--- config.mk ---
export PLATFORM = sky130hd
export DESIGN_NAME = dmem_port_arbiter
export DESIGN_NICKNAME = d
export VERILOG_FILES = /design/src/rtl/dmem_port_arbiter.sv
export SDC_FILE = /design/constraint.sdc
export NUM_CORES = 1
export LEC_CHECK = 0
export ABC_AREA = 1
export BUFFER_PORTS_ARGS = -buffer_cell sky130_fd_sc_hd__buf_4
export CAP_MARGIN = 20
export CORE_MARGIN = 10
export CORE_UTILIZATION = 40
export CTS_CLUSTER_DIAMETER = 150
export DETAILED_ROUTE_END_ITERATION = 10
export GPL_TIMING_DRIVEN = 0
export HOLD_SLACK_MARGIN = 0.08
export PLACE_DENSITY = 0.78
export SYNTH_ARGS = -nofsm -noshare
export SYNTH_HDL_FRONTEND = slang
export SYNTH_SLANG_ARGS = --single-unit
--- constraint.sdc ---
create_clock -name clk -period 3.3 [get_ports clk]
set_clock_uncertainty 0.1 [all_clocks]
set_input_delay 0.33 -clock clk [delete_from_list [all_inputs] [get_ports clk]]
set_output_delay 0.33 -clock clk [all_outputs]
set_load 0.02 [all_outputs]
--- src/rtl/dmem_port_arbiter.sv ---
// Data-memory port arbiter: CPU (fixed priority) and DMA share one synchronous
// single-port memory, with a starvation guard for the DMA and read-return steering.
module dmem_port_arbiter #(
    parameter int unsigned ADDR_W     = 32,
    parameter int unsigned DATA_W     = 32,
    parameter int unsigned STARVE_MAX = 4
) (
    input  logic              clk,
    input  logic              rst,

    input  logic              cpu_req,
    input  logic              cpu_we,
    input  logic [ADDR_W-1:0] cpu_addr,
    input  logic [DATA_W-1:0] cpu_wdata,
    output logic              cpu_gnt,
    output logic              cpu_stall,
    output logic              cpu_rvalid,
    output logic [DATA_W-1:0] cpu_rdata,

    input  logic              dma_req,
    input  logic              dma_we,
    input  logic [ADDR_W-1:0] dma_addr,
    input  logic [DATA_W-1:0] dma_wdata,
    output logic              dma_gnt,
    output logic              dma_rvalid,
    output logic [DATA_W-1:0] dma_rdata,

    output logic              mem_en,
    output logic              mem_we,
    output logic [ADDR_W-1:0] mem_addr,
    output logic [DATA_W-1:0] mem_wdata,
    input  logic [DATA_W-1:0] mem_rdata
);

    localparam int unsigned CNT_W = 4;
    localparam logic [CNT_W-1:0] STARVE_LIM = CNT_W'(STARVE_MAX);

    typedef enum logic {
        OWN_CPU = 1'b0,
        OWN_DMA = 1'b1
    } owner_e;

    logic [CNT_W-1:0]  starve_q, starve_d;
    logic              mem_en_q, mem_en_d;
    logic              mem_we_q, mem_we_d;
    logic [ADDR_W-1:0] mem_addr_q, mem_addr_d;
    logic [DATA_W-1:0] mem_wdata_q, mem_wdata_d;
    owner_e            owner_q, owner_d;
    logic              tag_valid_q, tag_valid_d;
    owner_e            tag_owner_q, tag_owner_d;

    logic starve_hit;
    logic any_gnt;

    // Winner selection: CPU first, unless the DMA has waited STARVE_MAX cycles.
    assign starve_hit = (starve_q == STARVE_LIM);
    assign dma_gnt    = dma_req & (~cpu_req | starve_hit);
    assign cpu_gnt    = cpu_req & ~dma_gnt;
    assign cpu_stall  = cpu_req & ~cpu_gnt;
    assign any_gnt    = cpu_gnt | dma_gnt;

    always_comb begin
        starve_d = starve_q;
        if (!dma_req || dma_gnt) begin
            starve_d = '0;
        end else if (!starve_hit) begin
            starve_d = starve_q + CNT_W'(1);
        end
    end

    // Issue stage: capture the winner's access; address/data hold when idle.
    always_comb begin
        mem_en_d    = any_gnt;
        mem_we_d    = 1'b0;
        mem_addr_d  = mem_addr_q;
        mem_wdata_d = mem_wdata_q;
        owner_d     = owner_q;
        if (dma_gnt) begin
            mem_we_d    = dma_we;
            mem_addr_d  = dma_addr;
            mem_wdata_d = dma_wdata;
            owner_d     = OWN_DMA;
        end else if (cpu_gnt) begin
            mem_we_d    = cpu_we;
            mem_addr_d  = cpu_addr;
            mem_wdata_d = cpu_wdata;
            owner_d     = OWN_CPU;
        end
    end

    // Return tag follows the read strobe by one cycle, matching memory latency.
    always_comb begin
        tag_valid_d = mem_en_q & ~mem_we_q;
        tag_owner_d = owner_q;
    end

    always_ff @(posedge clk or negedge rst) begin
        if (!rst) begin
            starve_q    <= '0;
            mem_en_q    <= 1'b0;
            mem_we_q    <= 1'b0;
            mem_addr_q  <= '0;
            mem_wdata_q <= '0;
            owner_q     <= OWN_CPU;
            tag_valid_q <= 1'b0;
            tag_owner_q <= OWN_CPU;
        end else begin
            starve_q    <= starve_d;
            mem_en_q    <= mem_en_d;
            mem_we_q    <= mem_we_d;
            mem_addr_q  <= mem_addr_d;
            mem_wdata_q <= mem_wdata_d;
            owner_q     <= owner_d;
            tag_valid_q <= tag_valid_d;
            tag_owner_q <= tag_owner_d;
        end
    end

    assign mem_en     = mem_en_q;
    assign mem_we     = mem_we_q;
    assign mem_addr   = mem_addr_q;
    assign mem_wdata  = mem_wdata_q;

    assign cpu_rvalid = tag_valid_q & (tag_owner_q == OWN_CPU);
    assign dma_rvalid = tag_valid_q & (tag_owner_q == OWN_DMA);
    assign cpu_rdata  = mem_rdata;
    assign dma_rdata  = mem_rdata;

endmodule

# --- Yosys cells after proc, flatten, opt, wreduce, memory -nomap -nowiden ---
# Cells that the tools add are included.
classes:
  mux: 10
  add_sub_neg: 1
  n_eq_ne: 2
  bitwise: 13
  n_reduce_logical: 3
ops:
  columns: ["cell", "n"]
  rows:
  - ["32-bit 2-to-1 mux", 4]
  - ["4-bit 2-to-1 mux", 2]
  - ["1-bit AND", 6]
  - ["1-bit NOT", 5]
  - ["4-bit by 1-bit adder with 4-bit output (second input constant)", 1]
  - ["4-bit by 3-bit equality test with 1-bit output (second input constant)", 1]
  - ["1-bit 2-to-1 mux", 4]
  - ["2-bit by 1-bit inequality test with 1-bit output (second input constant)", 1]
  - ["1-bit OR", 2]
  - ["2-bit nonzero test", 1]
  - ["1-bit logical NOT", 1]
  - ["1-bit logical OR", 1]
totals:
  register_bits: 73
  word_cells: 37
  input_bits: 166

# --- Longest topological paths before layout ---
# Gate-level depths: netlist (run 1).
depth:
  depth_word: 7
  depth_mapped: 9
  ltp_nobuf: 7

# --- Least setup slack after synthesis (run 1) ---
# Ideal clock, no wire load.
synth_timing:
  path_kind: "register to output"
  startpoint: "register starve_q[0]"
  endpoint: "output port cpu_stall"
  arrival_ps: 1383
  path_slack_ps: 1487
  path_stages_with_launch: 7
  n_path_buf: 0
  path_cell_list: "dfrtp_1 -> inv_1 -> ha_1 -> nand3_1 -> a21boi_1 -> nand2_1 -> inv_1"
synth_via:
  elab_chain_len: 7
synth_rtl:
  columns: ["item", "line_no", "source"]
  rows:
  - ["start, declared", "43", "logic [CNT_W-1:0] starve_q, starve_d;"]
  - ["start signal, assigned", "108", "starve_q <= starve_d;"]
  - ["4-bit by 3-bit equality test with 1-bit output", "56", "assign starve_hit = (starve_q == STARVE_LIM);"]
  - ["1-bit OR", "57", "assign dma_gnt = dma_req & (~cpu_req | starve_hit);"]
  - ["1-bit AND", "57", null]
  - ["net dma_gnt", "24", "output logic dma_gnt,"]
  - ["1-bit NOT", "58", "assign cpu_gnt = cpu_req & ~dma_gnt;"]
  - ["1-bit AND", "58", null]
  - ["1-bit NOT", "59", "assign cpu_stall = cpu_req & ~cpu_gnt;"]
  - ["1-bit AND", "59", null]
  - ["end, declared", "16", "output logic cpu_stall,"]
# The timed path passes the listed nets, and every way through them passes these cells.

# --- Final worst setup path (run 1) ---
layout_timing:
  startpoint: "register starve_q[0]"
  endpoint: "output port cpu_stall"
layout_via:
  elab_chain_len: 7
layout_rtl:
  columns: ["item", "line_no"]
  rows:
  - ["4-bit by 3-bit equality test with 1-bit output", "56"]
  - ["1-bit OR", "57"]
  - ["1-bit AND", "57"]
  - ["1-bit NOT", "58"]
  - ["1-bit AND", "58"]
  - ["1-bit NOT", "59"]
  - ["1-bit AND", "59"]
# No other way between the ends.

==> results.cfg, run 1 <==
[hold_path]
min_path_type = in -> async

[synthesis]
ys_types = 16
post_synth_instance_area_um2 = 4280
ys_seq_elements = 73
synth_seq_area_share = 0.4268
syn_avg_cell_area_um2 = 7.243
postSynthNetCount = 759
synth_instances = 591
yosysWarnings = 0

[clock_tree]
ctsHtreeMaxLevel = 3
cts-root-to-sink-buffers = 2
total_number_of_clock_tree_sinks = 73
clk_transition_reported_paths_ns = 0.08
cts_post_setup_buffers_inserted = 0
cts_root_buffer = clkbuf_8
cts_inserted_buffers = 9
ctsResizeCount = 0
worst_skew_pair.late_latency_ns = 0.33
clock_tree_from_tritoncts = yes

[sta]
finalSetupViolations = 0
setup_tns_ns = 0
worst_hold_slack_ns = 0.03614
hold_violations = 0
fin_crit_period_ns = 2.089
maxSlewViolCount = 0
final.period_utilization = 0.6331
grt_setup_unrepaired = false
pin_slew_with_the_least_headroom_to_its_limit_ns = 0.9507
fmax_mhz = 478.6
max-slew-margin-rel = 0.3662
worst_slack_ns = 1.211

[place]
post_dp_cell_area_um2 = 6462
gp_routability_congestion = 0.8126
io_buffer_count = 268
pre_cts_ws_ns = 1.571
hpwlAfterDp_um = 12690
placed_cells = 995

[final_layout]
drive_above_1_share = 0.4331
final_std_cells_w_o_fill = 1011
final_nets = 1039
area_growth_pct = 55.77
final_util = 0.6430
post-route-cell-area_um2 = 6668
antennaDiodeCount = 0

[global_route]
grt_util_all_layers = 0.1960
grt_overflow_total = 0
vias_in_the_first_global_route = 4515
grt_max_degree = 74
grt_antenna_before_repair = 0
grt_pass1_wl_um = 23670

[critical_path]
worst-path-max-fanout = 4
worstReg2RegStart = starve_q[0]$_DFFE_PN0P_
crit-reg2reg-capture = mem_addr[27]$_DFFE_PN0P_
worst-r2r-cell-count = 8
worstPathArrival_ns = 1.66
timing_worst_setup_path_type = reg -> out
r2r_setup_slack_ns = 1.63
worstSetupStartpointType = flip-flop
worst-endpoint-required_ns = 2.87
cp-end-kind = output port

[outcome]
run_status = completed

[floorplanning]
die_area_um2 = 15240
dieHeight_um = 123.4
die_w_um = 123.4
initial_utilization = 0.4128
placementRows = 37
floorplan.io_pins = 301
core_area_um2 = 10370

[detailed_routing]
drt_iter0_drc = 299
routed_via_density = 4.563
detailedRoute.firstPassIterationCount = 6
drc = 0
routed-via-count = 4613
drt_wl_total_um = 15810
drt.antenna.violating_nets = 0
routed_len_inst_um = 15.64

[pwr]
power.static_leakage_nw = 3.845
power_density_nw_per_um2 = 385.3
power.total_mw = 2.569
ir_worst_vdd_mv = 0.2282

[run]
cap_viol_max_count = 0
-- placed cells by master (no fill, tap or decap), drive strengths merged --
| master | netlist | layout |
|---|---|---|
| dlygate4sd3 | 0 | 1 |
| bufinv | 0 | 1 |
| inv | 74 | 74 |
| xnor2 | 1 | 1 |
| clkinv | 0 | 2 |
| xor2 | 1 | 1 |
| clkbuf | 2 | 14 |
| dfrtp | 73 | 73 |
| a21boi | 1 | 1 |
| nand3 | 132 | 132 |
| nor2 | 72 | 72 |
| nand2 | 136 | 136 |
| ha | 2 | 2 |
| buf | 97 | 365 |
-- kinds of logic after synthesis --
kind of cell | count (synthesis) | synth area share
adder cells (fa/ha/maj) | 2 | 0.005845
XOR/XNOR | 2 | 0.004093
flip-flops | 73 | 0.4268
AND/OR/NAND/NOR | 340 | 0.3379
buffers and inverters | 173 | 0.2236
AO/OA/AOI/OAI | 1 | 0.001755
-- synth_stat cells --
cell type / instances / area share
nand3_1: 132 / 0.15
inv_1: 74 / 0.065
nor2_2: 1 / 0.0015
buf_4: 73 / 0.13
xnor2_1: 1 / 0.0020
nand2_2: 1 / 0.0015
dfrtp_1: 73 / 0.43
buf_2: 21 / 0.025
a21boi_1: 1 / 0.0018
nor2_1: 71 / 0.062
nand2_1: 135 / 0.12
ha_1: 2 / 0.0058
clkbuf_1: 2 / 0.0018
buf_1: 2 / 0.0018
buf_6: 1 / 0.0026
xor2_1: 1 / 0.0020
-- state kept, by name (all words and copies together) (netlist names) --
register,count
mem_addr,32
mem_wdata,32
starve_q,4
mem_en,1
mem_we,1
owner_q,1
tag_owner_q,1
tag_valid_q,1
-- cell type report --
class | instances | area [um2]
Fill cell | 979 | 3702
Clock buffer | 12 | 155.1
Multi-Input combinational cell | 345 | 1496
Timing Repair Buffer | 269 | 2022
Sequential cell | 73 | 1827
Tap cell | 136 | 170.2
Inverter | 74 | 277.8
Buffer | 99 | 679.4
Clock inverter | 3 | 40.04
-- power by group --
group / internal (mW) / total [mW] / switching [mW]
registers: 0.983 / 1.03 / 0.0490
logic: 0.397 / 0.829 / 0.432
clock network: 0.385 / 0.708 / 0.323
-- layer usage --
metal  global-route usage  wire length (um)  vias up
li1                     -                 -     2303
met1               0.2096              5474     2108
met2               0.3332              7868      190
met3               0.1048              2278       12
met4              0.04876               193        0
met5                    0                 0        -
-- worst max path at each step --
| stage | startpoint | end |
|---|---|---|
| after floorplan | starve_q[0]$_DFFE_PN0P_ | cpu_stall |
| after global placement | starve_q[0]$_DFFE_PN0P_ | cpu_stall |
| after detailed placement | starve_q[0]$_DFFE_PN0P_ | cpu_stall |
| after CTS | starve_q[0]$_DFFE_PN0P_ | cpu_stall |
| after global routing | starve_q[0]$_DFFE_PN0P_ | cpu_stall |
| final | starve_q[0]$_DFFE_PN0P_ | cpu_stall |
-- worst max-delay path: stages (launching register included) --
cell      delay (ns)
dfrtp_1         0.41
inv_1           0.07
ha_1            0.13
nand3_1         0.11
a21boi_1        0.31
nand2_1         0.08
inv_1           0.07
buf_4           0.14
-- what timing repair did --
item	CTS	global route
endpoints found under the setup margin	0	0
endpoints found under the hold margin	0	1
hold buffers	0	1
Power figures use the tool's default switching activity.
==> run 2: changes to the inputs <==
CORE_UTILIZATION = 38   (was 40)
clock period = 1.8 ns   (was 3.3 ns; I/O delays follow)
==> results.cfg, run 2 (synthesis gave the netlist of run 1 again) <==
[clock_tree]
cts_inserted_buffers = 9
total_number_of_clock_tree_sinks = 73
cts-root-to-sink-buffers = 2
clock_tree_from_tritoncts = yes
worst_skew_pair.late_latency_ns = 0.32
ctsHtreeMaxLevel = 3
cts_root_buffer = clkbuf_16
clk_transition_reported_paths_ns = 0.06

[place]
io_buffer_count = 268
gp_routability_congestion = 0.8449
hpwlAfterDp_um = 12870
pre_cts_ws_ns = 0.1376

[critical_path]
crit_path_max_incr_delay_ns = 0.39
timing_worst_setup_path_type = reg -> out
worstReg2RegStart = starve_q[1]$_DFFE_PN0P_
worstPathBufferInverterCount = 3
worstPathArrival_ns = 1.48
worst-endpoint-required_ns = 1.52
path_cells = inv_1 > ha_2 > nand3_4 > a21boi_4 > nand2_1 > inv_1 > buf_6
crit_slowest_cell = dfrtp_1
worst-path-max-fanout = 4
crit_path_start = starve_q[1]$_DFFE_PN0P_
cp-end-kind = output port
worstSetupStartpointType = flip-flop
cp_common_cell = inv_1
cp_top_family = flip-flops

[detailed_routing]
routed-via-count = 4981
detailedRoute.firstPassIterationCount = 7
routed_via_density = 4.561
drt_wl_total_um = 18210
drc = 0
routed_len_inst_um = 16.68
drt_iter0_drc = 378
drt.antenna.violating_nets = 0

[hold_path]
min_path_type = in -> reg
hold_path.startpoint = cpu_addr[1]

[pwr]
power.static_leakage_nw = 4.231
power_density_nw_per_um2 = 748.6
power.total_mw = 5.684
ir_worst_vdd_mv = 0.6030

[global_route]
grt_overflow_total = 0
grt_antenna_before_repair = 2
grt_util_all_layers = 0.2143
grt_pass1_wl_um = 28030
grt_max_degree = 74
vias_in_the_first_global_route = 5195

[floorplanning]
dieHeight_um = 126.1
core_area_um2 = 10940
die_area_um2 = 15910
placementRows = 38
floorplan.io_pins = 301
die_w_um = 126.1
initial_utilization = 0.3914

[sta]
worst_slack_ns = 0.03713
maxSlewViolCount = 0
final.period_utilization = 0.9794
hold_violations = 0
fmax_mhz = 567.3
pin_slew_with_the_least_headroom_to_its_limit_ns = 0.9801
finalSetupViolations = 0
max-slew-margin-rel = 0.3466
fin_crit_period_ns = 1.763

[final_layout]
final_util = 0.6943
mostFrequentLayoutCell = buf_4
mostFrequentLayoutCells = buf_4, nand2_1, nand3_1
area_growth_pct = 77.38
drive_above_1_share = 0.4084
final_nets = 1113

[run]
cap_viol_max_count = 0

[outcome]
run_status = completed
run 2: changes by cell type in the layout (fill, tap and decap cells not counted), sizes merged:
cell | before | now
clkinvlp | 0 | 1
clkbuf | 14 | 15
buf | 365 | 367
dlygate4sd3 | 1 | 71
clkinv | 2 | 1
bufinv | 1 | 3
diode | 0 | 2
run 2: path summary, 6_finish.rpt:
kind	endpoint	slack (ns)	cells after the start
max	cpu_stall	0.04	7
min	mem_addr[1]$_DFFE_PN0P_	0.09	5
max reg2reg	mem_wdata[22]$_DFFE_PN0P_	0.14	9
min reg2reg	tag_owner_q$_DFF_PN0_	0.28	0
max in group asynchronous	mem_addr[10]$_DFFE_PN0P_	0.50	2
min in group asynchronous	mem_wdata[16]$_DFFE_PN0P_	0.47	2
run 2: cell type report:
type,count,area (um2)
clock buffers,11,242.7
inverters,74,277.8
flip-flops and latches,73,1827
multi-input cells,345,1523
diodes,2,5.005
plain buffers,99,683.2
clock inverters,5,102.6
well taps,140,175.2
fillers,918,3343
repair buffers,343,2756
run 2: worst reg2reg max path, stage by stage (launching register included):
cell and delay [ns]:
dfrtp_1 0.39, inv_1 0.06, ha_2 0.18, nand3_4 0.08, nand2_1 0.10, nand2_2 0.08, buf_6 0.16, buf_2 0.19
nand2_1 0.09, nand3_1 0.09
run 2: timing repair:
action,4_1_cts,5_1_grt
endpoints found under the hold margin,138,0
resized for setup,3,5
setup buffers,1,3
pin swaps,1,3
hold buffers,71,0
setup endpoints to repair,3,6
run 2: layer usage:
| layer | global-route usage | up-vias | share of wire | wire length (um) |
|---|---|---|---|---|
| met5 | 0 | - | 0 | 0 |
| met4 | 0.07904 | 0 | 0.031 | 557 |
| met3 | 0.07802 | 40 | 0.089 | 1624 |
| met2 | 0.3670 | 226 | 0.51 | 9290 |
| met1 | 0.2386 | 2258 | 0.37 | 6740 |
| li1 | - | 2457 | - | - |
run 2: report_power, final:
group          internal (mW)  switching, mW
logic                  0.836          0.857
clock network           1.39          0.698
registers               1.81         0.0961
run 2: per-stage QoR:
stage                     TNS (ns)  hold slack [ns]  std cells  area [um2]
final                            0          0.09108       1092        7592
after global placement           0           0.2627        999        6467
after floorplan                  0          -0.2156        591        4280
after CTS                        0          0.08032       1087        7547
after detailed placement         0           0.2681        999        6467
after global routing      -0.02259          0.08488       1092        7592
==> run 3: changes to the inputs <==
--- a/config.mk
+++ b/config.mk
@@ -9,4 +9,5 @@
 export BUFFER_PORTS_ARGS = -buffer_cell sky130_fd_sc_hd__buf_4
 export CAP_MARGIN = 20
+export CORE_ASPECT_RATIO = 1.5
 export CORE_MARGIN = 10
 export CORE_UTILIZATION = 38
==> constraint.sdc (replaced) <==
create_clock -name clk -period 1.4 [get_ports clk]
set_clock_uncertainty 0.1 [all_clocks]
set_input_delay 0.28 -clock clk [delete_from_list [all_inputs] [get_ports clk]]
set_output_delay 0.28 -clock clk [all_outputs]
set_load 0.02 [all_outputs]
==> results.cfg, run 3 (synthesis gave the netlist of run 1 again) <==
[floorplanning]
die_w_um = 106.7
placementRows = 47
floorplan.io_pins = 301
core_area_um2 = 11060
initial_utilization = 0.3872
die_area_um2 = 16000
dieHeight_um = 150.0

[run]
cap_viol_max_count = 0

[place]
io_buffer_count = 268
pre_cts_ws_ns = -0.2725
gp_routability_congestion = 0.8688
hpwlAfterDp_um = 13280

[clock_tree]
clk_transition_reported_paths_ns = 0.06
cts_root_buffer = clkbuf_16
cts_inserted_buffers = 9
worst_skew_pair.late_latency_ns = 0.32
clock_tree_from_tritoncts = yes
cts-root-to-sink-buffers = 2
total_number_of_clock_tree_sinks = 73
ctsHtreeMaxLevel = 3

[sta]
fmax_mhz = 545.8
final.period_utilization = 1.309
worst_slack_ns = -0.4322
max-slew-margin-rel = 0.3334
setup_tns_ns = -21.55
pin_slew_with_the_least_headroom_to_its_limit_ns = 0.9999
hold_violations = 0
fin_crit_period_ns = 1.832
finalSetupViolations = 69
grt_setup_unrepaired = true
maxSlewViolCount = 0

[detailed_routing]
drc = 0
routed-via-count = 4812
routed_len_inst_um = 16.94
drt_wl_total_um = 17770
drt_iter0_drc = 160
drt.antenna.violating_nets = 0
detailedRoute.firstPassIterationCount = 4
routed_via_density = 4.587

[critical_path]
r2r_setup_slack_ns = -0.40
worstSetupStartpointType = flip-flop
worstPathArrival_ns = 1.45
worst-path-max-fanout = 4
cp-end-kind = output port
worstReg2RegStart = starve_q[1]$_DFFE_PN0P_
worst-endpoint-required_ns = 1.02
crit-reg2reg-capture = mem_wdata[20]$_DFFE_PN0P_
timing_worst_setup_path_type = reg -> out
worst-r2r-cell-count = 11

[global_route]
grt_max_degree = 74
grt_overflow_total = 0
grt_antenna_before_repair = 0
grt_util_all_layers = 0.1992
vias_in_the_first_global_route = 4757
grt_pass1_wl_um = 25320

[final_layout]
final_nets = 1065
antennaDiodeCount = 0
mostFrequentLayoutCell = buf_4
area_growth_pct = 74.80
mostFrequentLayoutCells = buf_4, nand2_1, nand3_1
drive_above_1_share = 0.4900
nFillCells = 945

[pwr]
power.total_mw = 6.960
power_density_nw_per_um2 = 930.2
ir_worst_vdd_mv = 0.6177
power.static_leakage_nw = 4.200

[outcome]
violations = negative setup slack
run_status = finished, violations left

[hold_path]
min_path_type = in -> async
run 3: routing by layer:
metal | up-vias | wire length (um) | track usage
met1 | 2194 | 6093 | 0.1950
met4 | 0 | 362 | 0.06929
met5 | - | 0 | 0
li1 | 2371 | - | -
met2 | 228 | 9559 | 0.3711
met3 | 19 | 1751 | 0.07490
run 3: what timing repair did:
item,4_1_cts,5_1_grt
resized for setup,32,54
endpoints found under the setup margin,69,74
hold buffers,2,0
setup buffers,7,8
pin swaps,7,10
hold endpoints to repair,74,0
cloned,4,7
run 3: worst max-delay path by stage:
stage,endpoint,start,depth (start not counted),slack [ns]
6_report,cpu_stall,starve_q[1]$_DFFE_PN0P_,7,-0.43
5_1_grt,cpu_stall,starve_q[1]$_DFFE_PN0P_,7,-0.51
4_1_cts,cpu_stall,starve_q[0]$_DFFE_PN0P_,7,-0.43
2_1_floorplan,cpu_stall,starve_q[0]$_DFFE_PN0P_,6,-0.12
3_3_place_gp,mem_addr[21]$_DFFE_PN0P_,starve_q[0]$_DFFE_PN0P_,8,-0.25
3_5_place_dp,mem_addr[21]$_DFFE_PN0P_,starve_q[0]$_DFFE_PN0P_,8,-0.27
run 3: final cells by class:
| class | count | area [um2] | share of cell area |
|---|---|---|---|
| repair buffers | 295 | 2432 | 0.3251 |
| well taps | 147 | 183.9 | 0.02458 |
| clock inverters | 5 | 55.05 | 0.007358 |
| clock buffers | 11 | 242.7 | 0.03244 |
| plain buffers | 99 | 785.8 | 0.1050 |
| inverters | 74 | 277.8 | 0.03712 |
| multi-input cells | 345 | 1678 | 0.2242 |
| flip-flops and latches | 73 | 1827 | 0.2441 |
run 3: through the flow:
step           utilization  hold slack (ns)  area, um2  cells
5_1_grt             0.6768          0.08230       7482   1049
6_report            0.6768          0.01167       7482   1049
2_1_floorplan            -          -0.1156       4297    591
3_3_place_gp        0.5873           0.2589       6492   1006
4_1_cts             0.6377          0.04791       7051   1035
3_5_place_dp        0.5873           0.2634       6492   1006
run 3: critical path, cell delays in order, from the launching register on:
cell and delay, ns:
dfrtp_1 0.39, inv_2 0.07, ha_4 0.13, nand3_4 0.07
a21boi_4 0.23, nand2_2 0.07, inv_2 0.05, buf_6 0.10
run 3: where the power goes:
| part | switching (mW) | internal (mW) | leakage [nW] |
|---|---|---|---|
| logic | 1.11 | 1.09 | 3.18 |
| registers | 0.115 | 2.32 | 0.880 |
| clock network | 0.896 | 1.42 | 0.142 |
| total | 2.13 | 4.83 | 4.20 |
